--- src/rtl/uart_rx_byte.sv ---
// uart_rx_byte: oversampling UART receiver, 8 data bits, LSB first, 1 stop bit.
// The line is double-synchronised, the start bit is re-checked at mid-bit to
// reject glitches, and every following bit is sampled at its mid-point.
// Results leave as registered single-cycle pulses.  A byte whose frame is bad
// never reaches data.
//
// Build option: define UART_RX_PARITY_EN for 8E1 frames.  This adds an
// even-parity bit between bit 7 and the stop bit, and drives parity_err.
// Without it the frame is 8N1 and parity_err is constant 0.
//
// Handshake: there is no back-pressure.  data_valid is high for exactly one
// cycle when data has just been loaded with a new good byte.  frame_err and
// parity_err are one-cycle pulses on the same edge instead of data_valid.
// data holds its value between frames.
//
// dbg_state mirrors the FSM state register; the idle encoding is 3'd0.

`timescale 1ns/1ps

module uart_rx_byte #(
   parameter int CLKS_PER_BIT = 16
) (
   input  logic       clk,
   input  logic       rst,
   input  logic       rx,
   output logic [7:0] data,
   output logic       data_valid,
   output logic       frame_err,
   output logic       parity_err,
   output logic       busy,
   output logic [2:0] dbg_state
);

   localparam int CW = $clog2(CLKS_PER_BIT);
   // Last count of the half bit used to qualify the start bit.
   localparam logic [CW-1:0] HALF_LAST = CW'(CLKS_PER_BIT / 2 - 1);
   // Last count of a full bit period.  The sample is taken on this count.
   localparam logic [CW-1:0] BIT_LAST  = CW'(CLKS_PER_BIT - 1);

   typedef enum logic [2:0] {
      S_IDLE   = 3'd0,
      S_START  = 3'd1,
      S_DATA   = 3'd2,
`ifdef UART_RX_PARITY_EN
      S_PARITY = 3'd3,
`endif
      S_STOP   = 3'd4
   } state_t;

   // Synchroniser for the asynchronous serial line.
   logic rx_m;
   logic rx_s;

   // FSM and datapath registers, with their next-state values.
   state_t        state,      state_n;
   logic [CW-1:0] cnt,        cnt_n;
   logic [2:0]    idx,        idx_n;
   logic [7:0]    shreg,      shreg_n;
   logic [7:0]    data_q,     data_n;
   logic          valid_q,    valid_n;
   logic          ferr_q,     ferr_n;
`ifdef UART_RX_PARITY_EN
   logic          perr_q,     perr_n;
   logic          par_bad,    par_bad_n;
`endif

   // Two-flop synchroniser.  It resets to the idle-high line level.
   always_ff @(posedge clk or posedge rst) begin
      if (rst) begin
         rx_m <= 1'b1;
         rx_s <= 1'b1;
      end else begin
         rx_m <= rx;
         rx_s <= rx_m;
      end
   end

   // State register for the FSM, the counters, the shifter and the output pulses.
   always_ff @(posedge clk or posedge rst) begin
      if (rst) begin
         state   <= S_IDLE;
         cnt     <= '0;
         idx     <= 3'd0;
         shreg   <= 8'h00;
         data_q  <= 8'h00;
         valid_q <= 1'b0;
         ferr_q  <= 1'b0;
`ifdef UART_RX_PARITY_EN
         perr_q  <= 1'b0;
         par_bad <= 1'b0;
`endif
      end else begin
         state   <= state_n;
         cnt     <= cnt_n;
         idx     <= idx_n;
         shreg   <= shreg_n;
         data_q  <= data_n;
         valid_q <= valid_n;
         ferr_q  <= ferr_n;
`ifdef UART_RX_PARITY_EN
         perr_q  <= perr_n;
         par_bad <= par_bad_n;
`endif
      end
   end

   // Next-state logic: bit timing, sampling, and the result decision at the stop bit.
   always_comb begin
      state_n   = state;
      cnt_n     = cnt;
      idx_n     = idx;
      shreg_n   = shreg;
      data_n    = data_q;
      valid_n   = 1'b0;
      ferr_n    = 1'b0;
`ifdef UART_RX_PARITY_EN
      perr_n    = 1'b0;
      par_bad_n = par_bad;
`endif
      case (state)
         S_IDLE: begin
            // A low synchronised line may be a start bit.
            if (!rx_s) begin
               state_n = S_START;
               cnt_n   = '0;
            end
         end

         S_START: begin
            // Re-check the line at the middle of the start bit.
            if (cnt == HALF_LAST) begin
               cnt_n = '0;
               if (!rx_s) begin
                  state_n = S_DATA;
                  idx_n   = 3'd0;
               end else begin
                  // The low level was a glitch: drop it silently.
                  state_n = S_IDLE;
               end
            end else begin
               cnt_n = cnt + 1'b1;
            end
         end

         S_DATA: begin
            // Counting starts at mid-start, so each full period lands mid-bit.
            if (cnt == BIT_LAST) begin
               shreg_n[idx] = rx_s;
               cnt_n        = '0;
               idx_n        = idx + 3'd1;
               if (idx == 3'd7) begin
`ifdef UART_RX_PARITY_EN
                  state_n = S_PARITY;
`else
                  state_n = S_STOP;
`endif
               end
            end else begin
               cnt_n = cnt + 1'b1;
            end
         end

`ifdef UART_RX_PARITY_EN
         S_PARITY: begin
            // Even parity: the parity bit must equal the XOR of the data bits.
            if (cnt == BIT_LAST) begin
               par_bad_n = rx_s ^ (^shreg);
               cnt_n     = '0;
               state_n   = S_STOP;
            end else begin
               cnt_n = cnt + 1'b1;
            end
         end
`endif

         S_STOP: begin
            // Decide the frame outcome.  Only a clean frame updates data.
            if (cnt == BIT_LAST) begin
               cnt_n   = '0;
               state_n = S_IDLE;
               ferr_n  = ~rx_s;
`ifdef UART_RX_PARITY_EN
               perr_n  = par_bad;
               if (rx_s && !par_bad) begin
                  data_n  = shreg;
                  valid_n = 1'b1;
               end
`else
               if (rx_s) begin
                  data_n  = shreg;
                  valid_n = 1'b1;
               end
`endif
            end else begin
               cnt_n = cnt + 1'b1;
            end
         end

         default: begin
            state_n = S_IDLE;
            cnt_n   = '0;
         end
      endcase
   end

   assign data       = data_q;
   assign data_valid = valid_q;
   assign frame_err  = ferr_q;
`ifdef UART_RX_PARITY_EN
   assign parity_err = perr_q;
`else
   assign parity_err = 1'b0;
`endif
   assign busy       = (state != S_IDLE);
   assign dbg_state  = state;

endmodule

--- config.mk ---
export PLATFORM = sky130hd
export DESIGN_NAME = uart_rx_byte
export DESIGN_NICKNAME = d
export VERILOG_FILES = /design/src/rtl/uart_rx_byte.sv
export SDC_FILE = /design/constraint.sdc
export NUM_CORES = 1
export LEC_CHECK = 0
export ABC_CLOCK_PERIOD_IN_PS = 2029
export CORE_MARGIN = 5
export CORE_UTILIZATION = 45
export CTS_CLUSTER_SIZE = 14
export DETAILED_ROUTE_END_ITERATION = 10
export GPL_TIMING_DRIVEN = 1
export HOLD_SLACK_MARGIN = 0.15
export PLACE_DENSITY = 0.66
export SYNTH_ARGS = -nofsm -noshare
export SYNTH_HDL_FRONTEND = slang
export SYNTH_SLANG_ARGS = --single-unit
--- constraint.sdc ---
create_clock -name clk -period 2.03 [get_ports clk]
set_input_delay 0.406 -clock clk [delete_from_list [all_inputs] [get_ports clk]]
set_output_delay 0.406 -clock clk [all_outputs]
set_load 0.01 [all_outputs]
Word level (Yosys, flattened, before mapping):

Index checks and enable logic that the tools add are counted.

* flip-flop bits (word level): 30
* latch bits: 0
* memory bits (writable): 0
* bits in read-only memories: 0
* input port bits: 3
* output and inout port bits: 15
* logic and storage cells: 58
* memories: 0

* add/subtract/negate cells: 2
* multipliers: 0
* div/mod/pow operators: 0
* magnitude comparators: 2
* eq/ne operators: 12
* shift operators: 0
* muxes and demuxes: 23
* bitwise operators: 1
* reduce and logical (&&, ||, !) cells: 9

Operator list (number)
* 3-bit two-way mux: 8
* 4-bit two-way mux: 3
* 2-bit != test (second input constant): 6
* 3-bit case mux with 4 select lines: 1
* 4-bit case mux with 3 select lines: 1
* 8-bit bitwise mux: 1
* 3-bit equality test (second input constant): 2
* 1-bit two-way mux: 6
* 3-bit case mux with 2 select lines: 1
* 5-bit AND reduction: 1
* 4-bit by 1-bit adder with 4-bit output (second input constant): 1
* 4-bit by 3-bit equality test with 1-bit output (second input constant): 1
* 4-bit equality test (second input constant): 1
* 3-bit by 4-bit less-than comparator with 1-bit output (second input constant): 1
* 4-bit AND reduction: 1
* 3-bit by 1-bit adder with 3-bit output (second input constant): 1
* 1-bit demux with 3-bit select: 1
* 3-bit by 1-bit equality test with 1-bit output (second input constant): 1
* 3-bit by 2-bit equality test with 1-bit output (second input constant): 1
* 3-bit by 1-bit >= comparator with 1-bit output (second input constant): 1
* 3-bit logical NOT: 1
* 3-bit AND reduction: 1
* 3-bit nonzero test: 1
* 2-bit two-way mux: 1
* 5 further kinds: 5

Logic depth before layout (Yosys ltp):

* depth in word-level cells: 5
* depth in mapped cells: 6
* gate-level depth less buffers: 5

Least setup slack after synthesis:

No wires, ideal clock.

* kind: register -> register
* from: register cnt[0]
* to: register shreg[4]
* setup time: 0.125 ns
* arrival: 1.470 ns
* data required time: 1.905 ns
* slack: 0.436 ns
* cell stages (with the launch flop): 7
* path buffers: 1
* period minus slack after synthesis: 1.594 ns
* path through: dfrtp_1 ha_1 and3_1 buf_2 nand2_1 nor3_1 mux2_2

* longest elaborated chain between the ends: 2

RTL lines
* start: declaration: RTL line 56 `logic [CW-1:0] cnt, cnt_n;`
* start signal: assignment: RTL line 94 `cnt <= cnt_n;`
* 4-bit equality test: RTL line 147 `if (cnt == BIT_LAST) begin`
* 2-bit AND reduction (no line)
* end signal: assignment: RTL line 96 `shreg <= shreg_n;`
* end: declaration: RTL line 58 `logic [7:0] shreg, shreg_n;`

No other way between the ends.
A chain may end at the register's enable or synchronous reset.

Worst setup path after layout:

* from: register state[0], in the netlist dbg_state[0]
* to: output busy

* longest elaborated chain between the ends: 1

RTL lines
* start: declaration: RTL line 55 `state_t state, state_n;`
* start signal: assignment: RTL line 93 `state <= state_n;`
* 3-bit nonzero test: RTL line 214 `assign busy = (state != S_IDLE);`
* end: declaration: RTL line 30 `output logic busy,`

No other way between the ends.

==> results.toml <==
[sta]
setup_tns_ps = 0
final-setup-viol-count = 0
hold_viol = 0
timing.final.crit_share_pct = 95.8
fin_crit_ps = 1940
relSlewSlack_pct = 61.8
clock_skew_ps = 12.7
report.final.slew_viol_count = 0
setup_ws_ps = 85.4
worst_pin_slew_ps = 565
fmax_ghz = 0.514
rsz0062_at_grt = "false"

[setup_path]
required_ps = 1620
path_cells = "or3_1 > clkdlybuf4s50_1"
max_stage_delay_ps = 480
r2r_start = "cnt[0]"
critPathKind = "reg -> out"
critPathLaunch = "dbg_state[0]"
critPathBufInv = 1
crit_slowest_cell = "clkdlybuf4s50_1"
path_max_fanout = 2
endpoint_kind = "output pin"
critPathTopFamily = "buffers and inverters"
cp.arrival_ps = 1540
worst_setup_path_start_kind = "register"

[clock_network]
clk_pin_slew_worst_paths_ps = 80
htree_levels = 2
cts_hold_buf = 0
cts_buffer_depth = 2
clock-sinks = 30
cts_made_buffers = 5
insertion_delay_ps = 340
cts_tree = "yes"
cts_root_buffer = "clkbuf_4"

[flow_run]
maxCapViolCount = 0

[floorplanning]
dieWidth_um = 66.4
die-area_um2 = 4400
start_util_pct = 46.8
coreArea_um2 = 3050
die_h_um = 66.4
std_cell_rows = 20
ios = 18

[hold_path]
worstHoldStart = "rx_m"
hp-class = "reg -> reg"

[synthesis]
syn_nets = 133
synth_commonest_cells = "dfrtp_1, mux2_2, nand2_1, nand3_1"
synth_top_family_by_area = "simple AND/OR/NAND/NOR gates"
yosysWarnings = 0
synth_area_leaders = "dfrtp_1, mux2_2, dfstp_2"
async_flop_share_pct = 100
seq_area_frac_synth_pct = 52.7
synth_edf_count = 0
synth.top_cell.area_share_pct = 49.0
synth_xor_area_share_pct = 0.613
synth.avg_cell_area_um2 = 11.3
synth_most_common_cell = "dfrtp_1"
synth_cell_types = 36
ys_ff_latch = 30
muxShareOfSynthArea_pct = 12.6
syn_inst = 127
synth_simple_gate_area_share_pct = 20.1
synth-adder-area-share_pct = 2.63
synth_ff_type = "dfrtp_1"
yosysTopAreaCell = "dfrtp_1"
synth_compound_area_share_pct = 7.62
synth_area_um2 = 1430

[power]
clkPwrFrac_pct = 24.4
seqPwrFrac_pct = 47.0
power_leakage_nw = 0.803
p_switching_mw = 0.500
ir_worst_vdd_mv = 0.469
power.density_nw_per_um2 = 878
intPower_mw = 1.03
pwr-share-comb_pct = 28.6
switching_share_pct = 32.7

[routing]
num_vias = 1034
via_per_inst = 5.25
drc = 0
wl_met3_um = 146
wl_met2_um = 1300
drt_iter0_drc = 40
first_pass_iters = 4
routed_wl_um = 2750
ant_nets = 0
wl_met1_um = 1270
wire_per_inst_um = 14.0
top_layer = "met4"

[global_routing]
grt_antenna_before_repair = 0
grt_first_pass_wirelength_um = 4680
grt_pass1_vias = 1000
track_usage_pct = 14.4
grt_overflow_total = 0
grt_start_max_net_pins = 31

[cells_and_area]
n_antenna_cell = 0
num-fill-cells = 283
drive_gt1_share_pct = 24.2
area_delta_synth_final_pct = 21.7
final_nets = 158

[placement]
pre_cts_slack_ps = 302
dpl.hpwl_um = 1870
numPortBuffers = 16
gp_congestion = 0.768

[status]
outcome = "finished clean"
-- kinds of logic (layout without fill, tap and decap cells) --
family / count (synthesis) / in the layout
AO/OA/AOI/OAI: 16 / 16
XOR/XNOR: 1 / 1
adder cells (fa/ha/maj): 3 / 3
buffers and inverters: 11 / 37
flip-flops: 30 / 30
multiplexers: 16 / 16
other: 1 / 1
AND/OR/NAND/NOR: 49 / 49
-- placed cells by master (no fill, tap or decap), types with 3 or more instances in the layout --
cell type / instances
dfrtp_1: 27
clkdlybuf4s50_1: 16
mux2_2: 15
nand2_1: 12
buf_4: 9
nand3_1: 7
nor2_1: 6
o21ai_0: 6
nor3_1: 5
clkbuf_4: 5
inv_1: 4
nand3b_1: 3
a21oi_1: 3
ha_1: 3
-- routing by layer --
metal	vias to the layer above	global-route usage (%)
met3	5	6.46
met4	0	4.57
li1	504	-
met5	-	0
met2	17	21.8
met1	508	18.2
-- flip-flops by register name, indices dropped and copies added (netlist names), 3 cells and up --
signal and cells:
shreg 8, data 8, idx 3, cnt 4, dbg_state 3
-- through the flow --
stage	power (mW)	utilization (%)	cell area, um^2	std cells	hold WS [ps]
2_1_floorplan	1.01	-	1430	127	345
3_3_place_gp	1.12	54.0	1650	185	349
3_5_place_dp	1.14	54.0	1650	185	349
4_1_cts	1.53	56.4	1720	195	369
5_1_grt	1.63	57.0	1740	197	374
6_report	1.53	57.0	1740	197	365
-- cell type report --
type / instances / area (um^2) / share of cell area, %
sequential: 30 / 754 / 43.4
multi-input combinational: 86 / 627 / 36.0
timing repair buffer: 25 / 228 / 13.1
clock buffer: 7 / 55.1 / 3.17
tap: 44 / 55.1 / 3.17
inverter: 4 / 15.0 / 0.863
clock inverter: 1 / 5.00 / 0.288
-- path summary, 6_finish.rpt --
| check | to | slack (ps) | cells past startpoint |
|---|---|---|---|
| worst max-delay path | busy | 90 | 2 |
| worst min-delay path | rx_s | 370 | 0 |
| worst max register to register | shreg[4] | 300 | 5 |
| worst min register to register | rx_s | 370 | 0 |
| max in group asynchronous | rx_s | 1260 | 3 |
| min in group asynchronous | idx[1] | 440 | 3 |
-- power groups by stage --
stage | Combinational [mW] | Clock, mW | Sequential [mW]
after CTS | 0.424 | 0.384 | 0.720
after global placement | 0.382 | 0 | 0.734
after detailed placement | 0.398 | 0 | 0.740
final | 0.437 | 0.372 | 0.718
after floorplan | 0.278 | 0 | 0.729
after global routing | 0.486 | 0.419 | 0.724
-- what timing repair did --
| item | in CTS | in global routing |
|---|---|---|
| pin swaps | 0 | 0 |
| resized for setup | 0 | 1 |
| endpoints found under the setup margin | 1 | 2 |
| setup buffers | 2 | 2 |
Note: power is estimated with default switching activity, not from simulation.
